File: config.mk
export PLATFORM = sky130hd
export DESIGN_NAME = bht_branch_predictor_flat
export DESIGN_NICKNAME = d
export VERILOG_FILES = /design/src/rtl/bht_branch_predictor_pkg.sv /design/src/rtl/bht_branch_predictor_if.sv /design/src/rtl/bht_branch_predictor_sat_counter.sv /design/src/rtl/bht_branch_predictor.sv /design/src/flat_wrapper.sv
export SDC_FILE = /design/constraint.sdc
export NUM_CORES = 1
export LEC_CHECK = 0
export BUFFER_PORTS_ARGS = -buffer_cell sky130_fd_sc_hd__buf_2
export CORE_ASPECT_RATIO = 1.4
export CORE_MARGIN = 4
export CORE_UTILIZATION = 57
export CTS_CLUSTER_SIZE = 40
export DETAILED_ROUTE_END_ITERATION = 12
export PLACE_DENSITY = 0.87
export SLEW_MARGIN = 20
export SYNTH_ARGS = -nofsm -noshare
export SYNTH_HDL_FRONTEND = slang
export SYNTH_SLANG_ARGS = --single-unit
File: constraint.sdc
create_clock -name clk -period 3.4 [get_ports clk]
set_input_delay 0.51 -clock clk [delete_from_list [all_inputs] [get_ports clk]]
set_output_delay 0.51 -clock clk [all_outputs]
set_load 0.005 [all_outputs]
File: src/rtl/bht_branch_predictor_pkg.sv
// Shared types and defaults for the branch history table.
// The counter encodings and the default reset value are also used by decode/execute.
package bht_branch_predictor_pkg;

  typedef enum logic [1:0] {
    CTR_STRONG_NT = 2'b00,
    CTR_WEAK_NT   = 2'b01,
    CTR_WEAK_T    = 2'b10,
    CTR_STRONG_T  = 2'b11
  } ctr2_e;

  typedef enum logic [1:0] {
    CTR_HOLD = 2'b00,
    CTR_INC  = 2'b01,
    CTR_DEC  = 2'b10
  } ctr_op_e;

  localparam int unsigned XLEN_DEFAULT      = 32;
  localparam int unsigned ENTRIES_DEFAULT   = 64;
  localparam int unsigned CTR_BITS_DEFAULT  = 2;
  localparam logic [1:0]  RESET_CTR_DEFAULT = CTR_WEAK_T;

endpackage

File: src/rtl/bht_branch_predictor_if.sv
// Fetch lookup, execute resolution and perf-counter signals of the predictor.
// master = pipeline side, slave = predictor.
interface bht_branch_predictor_if
  import bht_branch_predictor_pkg::*;
#(
  parameter int unsigned XLEN = XLEN_DEFAULT
);
  logic [XLEN-1:0] f_pc;
  logic [XLEN-1:0] f_imm;
  logic            f_is_branch;
  logic            f_taken;
  logic [XLEN-1:0] f_next_pc;
  logic            e_valid;
  logic [XLEN-1:0] e_pc;
  logic [XLEN-1:0] e_target;
  logic            e_taken;
  logic            e_pred_taken;
  logic            flush;
  logic [XLEN-1:0] redirect_pc;
  logic [31:0]     mispred_cnt;

  modport master (
    output f_pc, f_imm, f_is_branch, e_valid, e_pc, e_target, e_taken, e_pred_taken,
    input  f_taken, f_next_pc, flush, redirect_pc, mispred_cnt
  );

  modport slave (
    input  f_pc, f_imm, f_is_branch, e_valid, e_pc, e_target, e_taken, e_pred_taken,
    output f_taken, f_next_pc, flush, redirect_pc, mispred_cnt
  );
endinterface

File: src/rtl/bht_branch_predictor_sat_counter.sv
// One saturating up/down prediction counter; reset wins over any pending update.
module bht_sat_counter
  import bht_branch_predictor_pkg::*;
#(
  parameter int unsigned          CTR_BITS  = CTR_BITS_DEFAULT,
  parameter logic [CTR_BITS-1:0]  RESET_VAL = '0
) (
  input  logic                clk,
  input  logic                rst,
  input  ctr_op_e             op_i,
  output logic [CTR_BITS-1:0] ctr_o
);
  localparam logic [CTR_BITS-1:0] CTR_MAX = '1;

  logic [CTR_BITS-1:0] ctr_q;
  logic [CTR_BITS-1:0] ctr_d;

  always_comb begin
    ctr_d = ctr_q;
    case (op_i)
      CTR_INC: if (ctr_q != CTR_MAX) ctr_d = ctr_q + CTR_BITS'(1);
      CTR_DEC: if (ctr_q != '0)      ctr_d = ctr_q - CTR_BITS'(1);
      default: ctr_d = ctr_q;
    endcase
  end

  always_ff @(posedge clk) begin
    if (rst) ctr_q <= RESET_VAL;
    else     ctr_q <= ctr_d;
  end

  assign ctr_o = ctr_q;
endmodule

File: src/rtl/bht_branch_predictor.sv
// Untagged PC-indexed branch history table with combinational lookup,
// one resolved update per cycle, mispredict flush/redirect and a saturating mispredict counter.
module bht_branch_predictor
  import bht_branch_predictor_pkg::*;
#(
  parameter int unsigned         XLEN      = XLEN_DEFAULT,
  parameter int unsigned         ENTRIES   = ENTRIES_DEFAULT,
  parameter int unsigned         CTR_BITS  = CTR_BITS_DEFAULT,
  parameter logic [CTR_BITS-1:0] RESET_CTR = CTR_BITS'(RESET_CTR_DEFAULT)
) (
  input  logic                 clk,
  input  logic                 rst,
  bht_branch_predictor_if.slave bus
);
  localparam int unsigned IDX_BITS = $clog2(ENTRIES);

  logic [IDX_BITS-1:0] f_idx;
  logic [IDX_BITS-1:0] e_idx;
  logic [CTR_BITS-1:0] ctr_val [ENTRIES];
  logic [CTR_BITS-1:0] rd_ctr;
  logic                f_taken;
  logic                flush;
  logic [31:0]         cnt_q;
  logic [31:0]         cnt_d;

  // Word-aligned PCs: bits [1:0] never select an entry, upper bits alias.
  assign f_idx = bus.f_pc[IDX_BITS+1:2];
  assign e_idx = bus.e_pc[IDX_BITS+1:2];

  for (genvar gi = 0; gi < ENTRIES; gi++) begin : g_entry
    ctr_op_e op;

    always_comb begin
      op = CTR_HOLD;
      if (bus.e_valid && (e_idx == IDX_BITS'(gi)))
        op = bus.e_taken ? CTR_INC : CTR_DEC;
    end

    bht_sat_counter #(
      .CTR_BITS  (CTR_BITS),
      .RESET_VAL (RESET_CTR)
    ) u_ctr (
      .clk   (clk),
      .rst   (rst),
      .op_i  (op),
      .ctr_o (ctr_val[gi])
    );
  end

  // No bypass: a same-cycle update to f_idx is seen by the next lookup only.
  assign rd_ctr        = rst ? RESET_CTR : ctr_val[f_idx];
  assign f_taken       = bus.f_is_branch & rd_ctr[CTR_BITS-1];
  assign bus.f_taken   = f_taken;
  assign bus.f_next_pc = f_taken ? (bus.f_pc + bus.f_imm) : (bus.f_pc + XLEN'(4));

  assign flush           = bus.e_valid & ~rst & (bus.e_taken != bus.e_pred_taken);
  assign bus.flush       = flush;
  assign bus.redirect_pc = bus.e_taken ? bus.e_target : (bus.e_pc + XLEN'(4));

  always_comb begin
    cnt_d = cnt_q;
    if (flush && (cnt_q != 32'hFFFF_FFFF)) cnt_d = cnt_q + 32'd1;
  end

  always_ff @(posedge clk) begin
    if (rst) cnt_q <= 32'd0;
    else     cnt_q <= cnt_d;
  end

  assign bus.mispred_cnt = cnt_q;
endmodule

File: src/flat_wrapper.sv
// flat-port wrapper written by rule: the top's interface ports become plain ports
module bht_branch_predictor_flat import bht_branch_predictor_pkg::*;
#(
  parameter int unsigned         XLEN      = XLEN_DEFAULT,
  parameter int unsigned         ENTRIES   = ENTRIES_DEFAULT,
  parameter int unsigned         CTR_BITS  = CTR_BITS_DEFAULT,
  parameter logic [CTR_BITS-1:0] RESET_CTR = CTR_BITS'(RESET_CTR_DEFAULT)
)
  (clk, rst, bus_f_pc, bus_f_imm, bus_f_is_branch, bus_e_valid, bus_e_pc, bus_e_target, bus_e_taken, bus_e_pred_taken, bus_f_taken, bus_f_next_pc, bus_flush, bus_redirect_pc, bus_mispred_cnt);
  bht_branch_predictor_if #(.XLEN(XLEN)) bus_i ();
  input  logic clk;
  input  logic rst;
  input wire logic [$bits(bus_i.f_pc)-1:0] bus_f_pc;
  input wire logic [$bits(bus_i.f_imm)-1:0] bus_f_imm;
  input wire logic [$bits(bus_i.f_is_branch)-1:0] bus_f_is_branch;
  input wire logic [$bits(bus_i.e_valid)-1:0] bus_e_valid;
  input wire logic [$bits(bus_i.e_pc)-1:0] bus_e_pc;
  input wire logic [$bits(bus_i.e_target)-1:0] bus_e_target;
  input wire logic [$bits(bus_i.e_taken)-1:0] bus_e_taken;
  input wire logic [$bits(bus_i.e_pred_taken)-1:0] bus_e_pred_taken;
  output wire logic [$bits(bus_i.f_taken)-1:0] bus_f_taken;
  output wire logic [$bits(bus_i.f_next_pc)-1:0] bus_f_next_pc;
  output wire logic [$bits(bus_i.flush)-1:0] bus_flush;
  output wire logic [$bits(bus_i.redirect_pc)-1:0] bus_redirect_pc;
  output wire logic [$bits(bus_i.mispred_cnt)-1:0] bus_mispred_cnt;
  assign bus_i.f_pc = bus_f_pc;
  assign bus_i.f_imm = bus_f_imm;
  assign bus_i.f_is_branch = bus_f_is_branch;
  assign bus_i.e_valid = bus_e_valid;
  assign bus_i.e_pc = bus_e_pc;
  assign bus_i.e_target = bus_e_target;
  assign bus_i.e_taken = bus_e_taken;
  assign bus_i.e_pred_taken = bus_e_pred_taken;
  assign bus_f_taken = bus_i.f_taken;
  assign bus_f_next_pc = bus_i.f_next_pc;
  assign bus_flush = bus_i.flush;
  assign bus_redirect_pc = bus_i.redirect_pc;
  assign bus_mispred_cnt = bus_i.mispred_cnt;
  bht_branch_predictor #(.XLEN(XLEN), .ENTRIES(ENTRIES), .CTR_BITS(CTR_BITS), .RESET_CTR(RESET_CTR)) u_core (.clk(clk), .rst(rst), .bus(bus_i));
endmodule
==> impl_metrics.json <==
{
  "syn-instance-count": 1592,
  "cts_made_buffers": 17,
  "max_freq_mhz": 296,
  "wl_per_cell_um": 16.3,
  "grt_pass1_wl_um": 53900,
  "final-seq-area_um2": 3200,
  "place.gp.congestion": 0.897,
  "cp_data_arrival_time_ps": 2870,
  "crit_buf_inv": 2,
  "cpLargestDelayFamily": "compound AO/OA/AOI/OAI gates",
  "grt_pass1_vias": 11820,
  "insertedDiodeCount": 0,
  "placementRows": 61,
  "synth_common_cells": "a21oi_1 (263), nand2_1 (183), dfxtp_1 (160), nor2_1 (157), o21ai_0 (92)",
  "cts.clk_slew.worst_paths_ps": 60,
  "synthesis.area_um2": 11700,
  "cp-end-kind": "primary output",
  "critical_path.cell_chain": "mux4_2 -> a311oi_2 -> o211ai_1 -> o211a_1 -> o31ai_4 -> buf_12 -> nand3_1 -> o31ai_2 -> xor2_1 -> buf_2",
  "synth.most_common_cell": "a21oi_1",
  "ios": 232,
  "drt-total-wl_um": 33700,
  "synthSimpleGateAreaFrac_pct": 24.2,
  "rsz0062_at_grt": "true",
  "synth_top_family_by_area": "compound AO/OA/AOI/OAI gates",
  "max_stage_delay_ps": 500,
  "finClkSkew_ps": 9.48,
  "avgSynthCellArea_um2": 7.35,
  "grt_max_degree": 180,
  "drt-pass1-iter-count": 6,
  "via_count": 12803,
  "yosysTopAreaCellShare_pct": 27.4,
  "die_h_um": 178,
  "drt-vias-per-instance": 6.19,
  "cpMaxStageDelayCell": "mux4_2",
  "setup_viol": 0,
  "drt_iter0_markers": 1187,
  "cts_sinks": 160,
  "core_area_um2": 20000,
  "synth_fa_ha_area_share_pct": 4.13,
  "synthXorXnorAreaFrac_pct": 8.08,
  "area_delta_synth_final_pct": 20.8,
  "drc": 0,
  "antenna_found_initial": 0,
  "cp.required_ps": 2890,
  "multi_input_area_um2": 8160,
  "clockRootBuffer": "clkbuf_16",
  "hp-class": "input pin to register",
  "maxCapViolations": 0,
  "synth_area_leaders": "dfxtp_1 (27%), a21oi_1 (11%), nand2_1 (5.9%), nor2_1 (5.0%), o21bai_1 (4.2%)",
  "stdcell_area_um2": 14100,
  "synth-main-ff-cell": "dfxtp_1",
  "async_flop_share_pct": 0,
  "yosysWarnings": 0,
  "die_w_um": 129,
  "peakVddDrop_mv": 0.276,
  "grt_overflow": 0,
  "final_hold_viol_count": 0,
  "setup.worst_path.class": "register to primary output",
  "h-tree-depth": 4,
  "power-per-cell-area_nw_per_um2": 389,
  "fin_util_pct": 70.7,
  "grt_use_total_pct": 27.9,
  "critPathLaunchType": "register",
  "final_max_slew_viol_count": 0,
  "synth.mux.area_fraction_pct": 4.39,
  "synth_fp_nets": 1764,
  "dieArea_um2": 22900,
  "ant_nets": 0,
  "ys_ff_latch": 160,
  "initial_core_util_pct": 58.5,
  "synth.yosys.seq_area_share_pct": 27.4,
  "place_inst": 2030,
  "layout_min_cycle_time_ps": 3380,
  "timing.final.crit_share_pct": 99.5,
  "synth_edf_count": 0,
  "cts_tree": "done",
  "clock_latency_ps": 430,
  "dpl-instance-area_um2": 13200,
  "tightestPinTransition_ps": 1040,
  "ctsLongestPathBuffers": 2,
  "finalNonFillerCells": 2070,
  "crit_fanout": 9,
  "synth_compound_area_share_pct": 27.8,
  "synth_cell_types": 56,
  "maxSlewHeadroom_pct": 30.8,
  "dpl.hpwl_um": 23400,
  "postCtsHoldBufs": 0,
  "power.leakage_nw": 5.89,
  "layout-drive-gt1-share_pct": 21.9,
  "status": "complete, no violations",
  "synth_top_area_cell": "dfxtp_1",
  "final_nets": 1979,
  "fillers": 1538,
  "io_buffers": 231
}
==> through the flow <==
stage	TNS (ps)	power [mW]	setup WS (ps)	hold slack [ps]
detailed placement	-445	3.28	-77.3	470
CTS	0	5.46	4.35	326
global route	-247	5.72	-61.6	336
floorplan	0	2.85	394	449
global placement	-173	3.24	-37.6	461
finish	0	5.50	16.4	333
==> power by group <==
part	total [mW]	internal, mW	leakage, nW	switching (mW)
clock network	2.18	1.37	0.312	0.803
registers	2.09	1.97	1.30	0.120
logic	1.23	0.575	4.28	0.657
total	5.50	3.92	5.89	1.58
==> layout by cell type, fill, tap and decap left out, drive strengths merged, types with 24 or more instances in the layout <==
cell type | Yosys | layout
buf | 19 | 291
or3 | 61 | 61
nor2 | 157 | 157
nand3 | 59 | 59
xor2 | 55 | 55
dfxtp | 160 | 160
or2 | 36 | 36
a311oi | 37 | 37
nand2 | 183 | 183
xnor2 | 53 | 53
a21oi | 263 | 263
o21ai | 92 | 92
o21bai | 66 | 66
inv | 21 | 24
ha | 37 | 37
==> metal layers <==
metal / wire length, µm / up-vias / track usage (%)
li1: - / 6186 / -
met1: 13200 / 5960 / 33.3
met2: 17300 / 552 / 49.4
met3: 2260 / 105 / 4.00
met4: 1050 / 0 / 12.0
met5: 0 / - / 0
==> worst register-to-register path, cell delays in order, from the launching register on <==
cell and delay (ps):
dfxtp_1 430, and4_1 280, nand4_1 280, or4_1 620
nand3_1 280, nor2_1 180, and3_1 210, xnor2_1 130
nor2_1 50
==> flip-flops by register name, indices dropped and copies added (netlist names) <==
name / cells
u_core.g_entry.u_ctr.ctr_o: 128
u_core.bus.mispred_cnt: 32
==> final timing paths <==
check	start	endpoint	slack [ps]	depth (start not counted)
worst max-delay path	u_core.g_entry[31].u_ctr.ctr_o[1]	bus_f_next_pc[31]	20	10
worst min-delay path	rst	u_core.g_entry[52].u_ctr.ctr_o[0]	330	2
worst max register to register	u_core.bus.mispred_cnt[3]	u_core.bus.mispred_cnt[18]	800	8
worst min register to register	u_core.g_entry[59].u_ctr.ctr_o[0]	u_core.g_entry[59].u_ctr.ctr_o[0]	490	1
==> cell families after synthesis <==
logic type,after synthesis
AO/OA/AOI/OAI,542
XOR/XNOR,108
buffers and inverters,117
flip-flops,160
AND/OR/NAND/NOR,596
multiplexers,31
adder cells (fa/ha/maj),38
==> layout make-up <==
cell class                      count  share of cell area [%]
Timing Repair Buffer              292                    12.2
Clock buffer                       17                    3.01
Clock inverter                     13                    1.66
Sequential cell                   160                    22.7
Multi-Input combinational cell   1315                    57.7
Inverter                           21                   0.558
Tap cell                          252                    2.23
==> repair_timing <==
action / in CTS / in global routing
setup buffers: 2 / 8
pin swaps: 2 / 12
setup endpoints to repair: 12 / 28
gates resized for setup: 7 / 25
cloned: 1 / 0
endpoints found under the hold margin: 0 / 0
No activity file was read; power rests on OpenSTA's default activity.
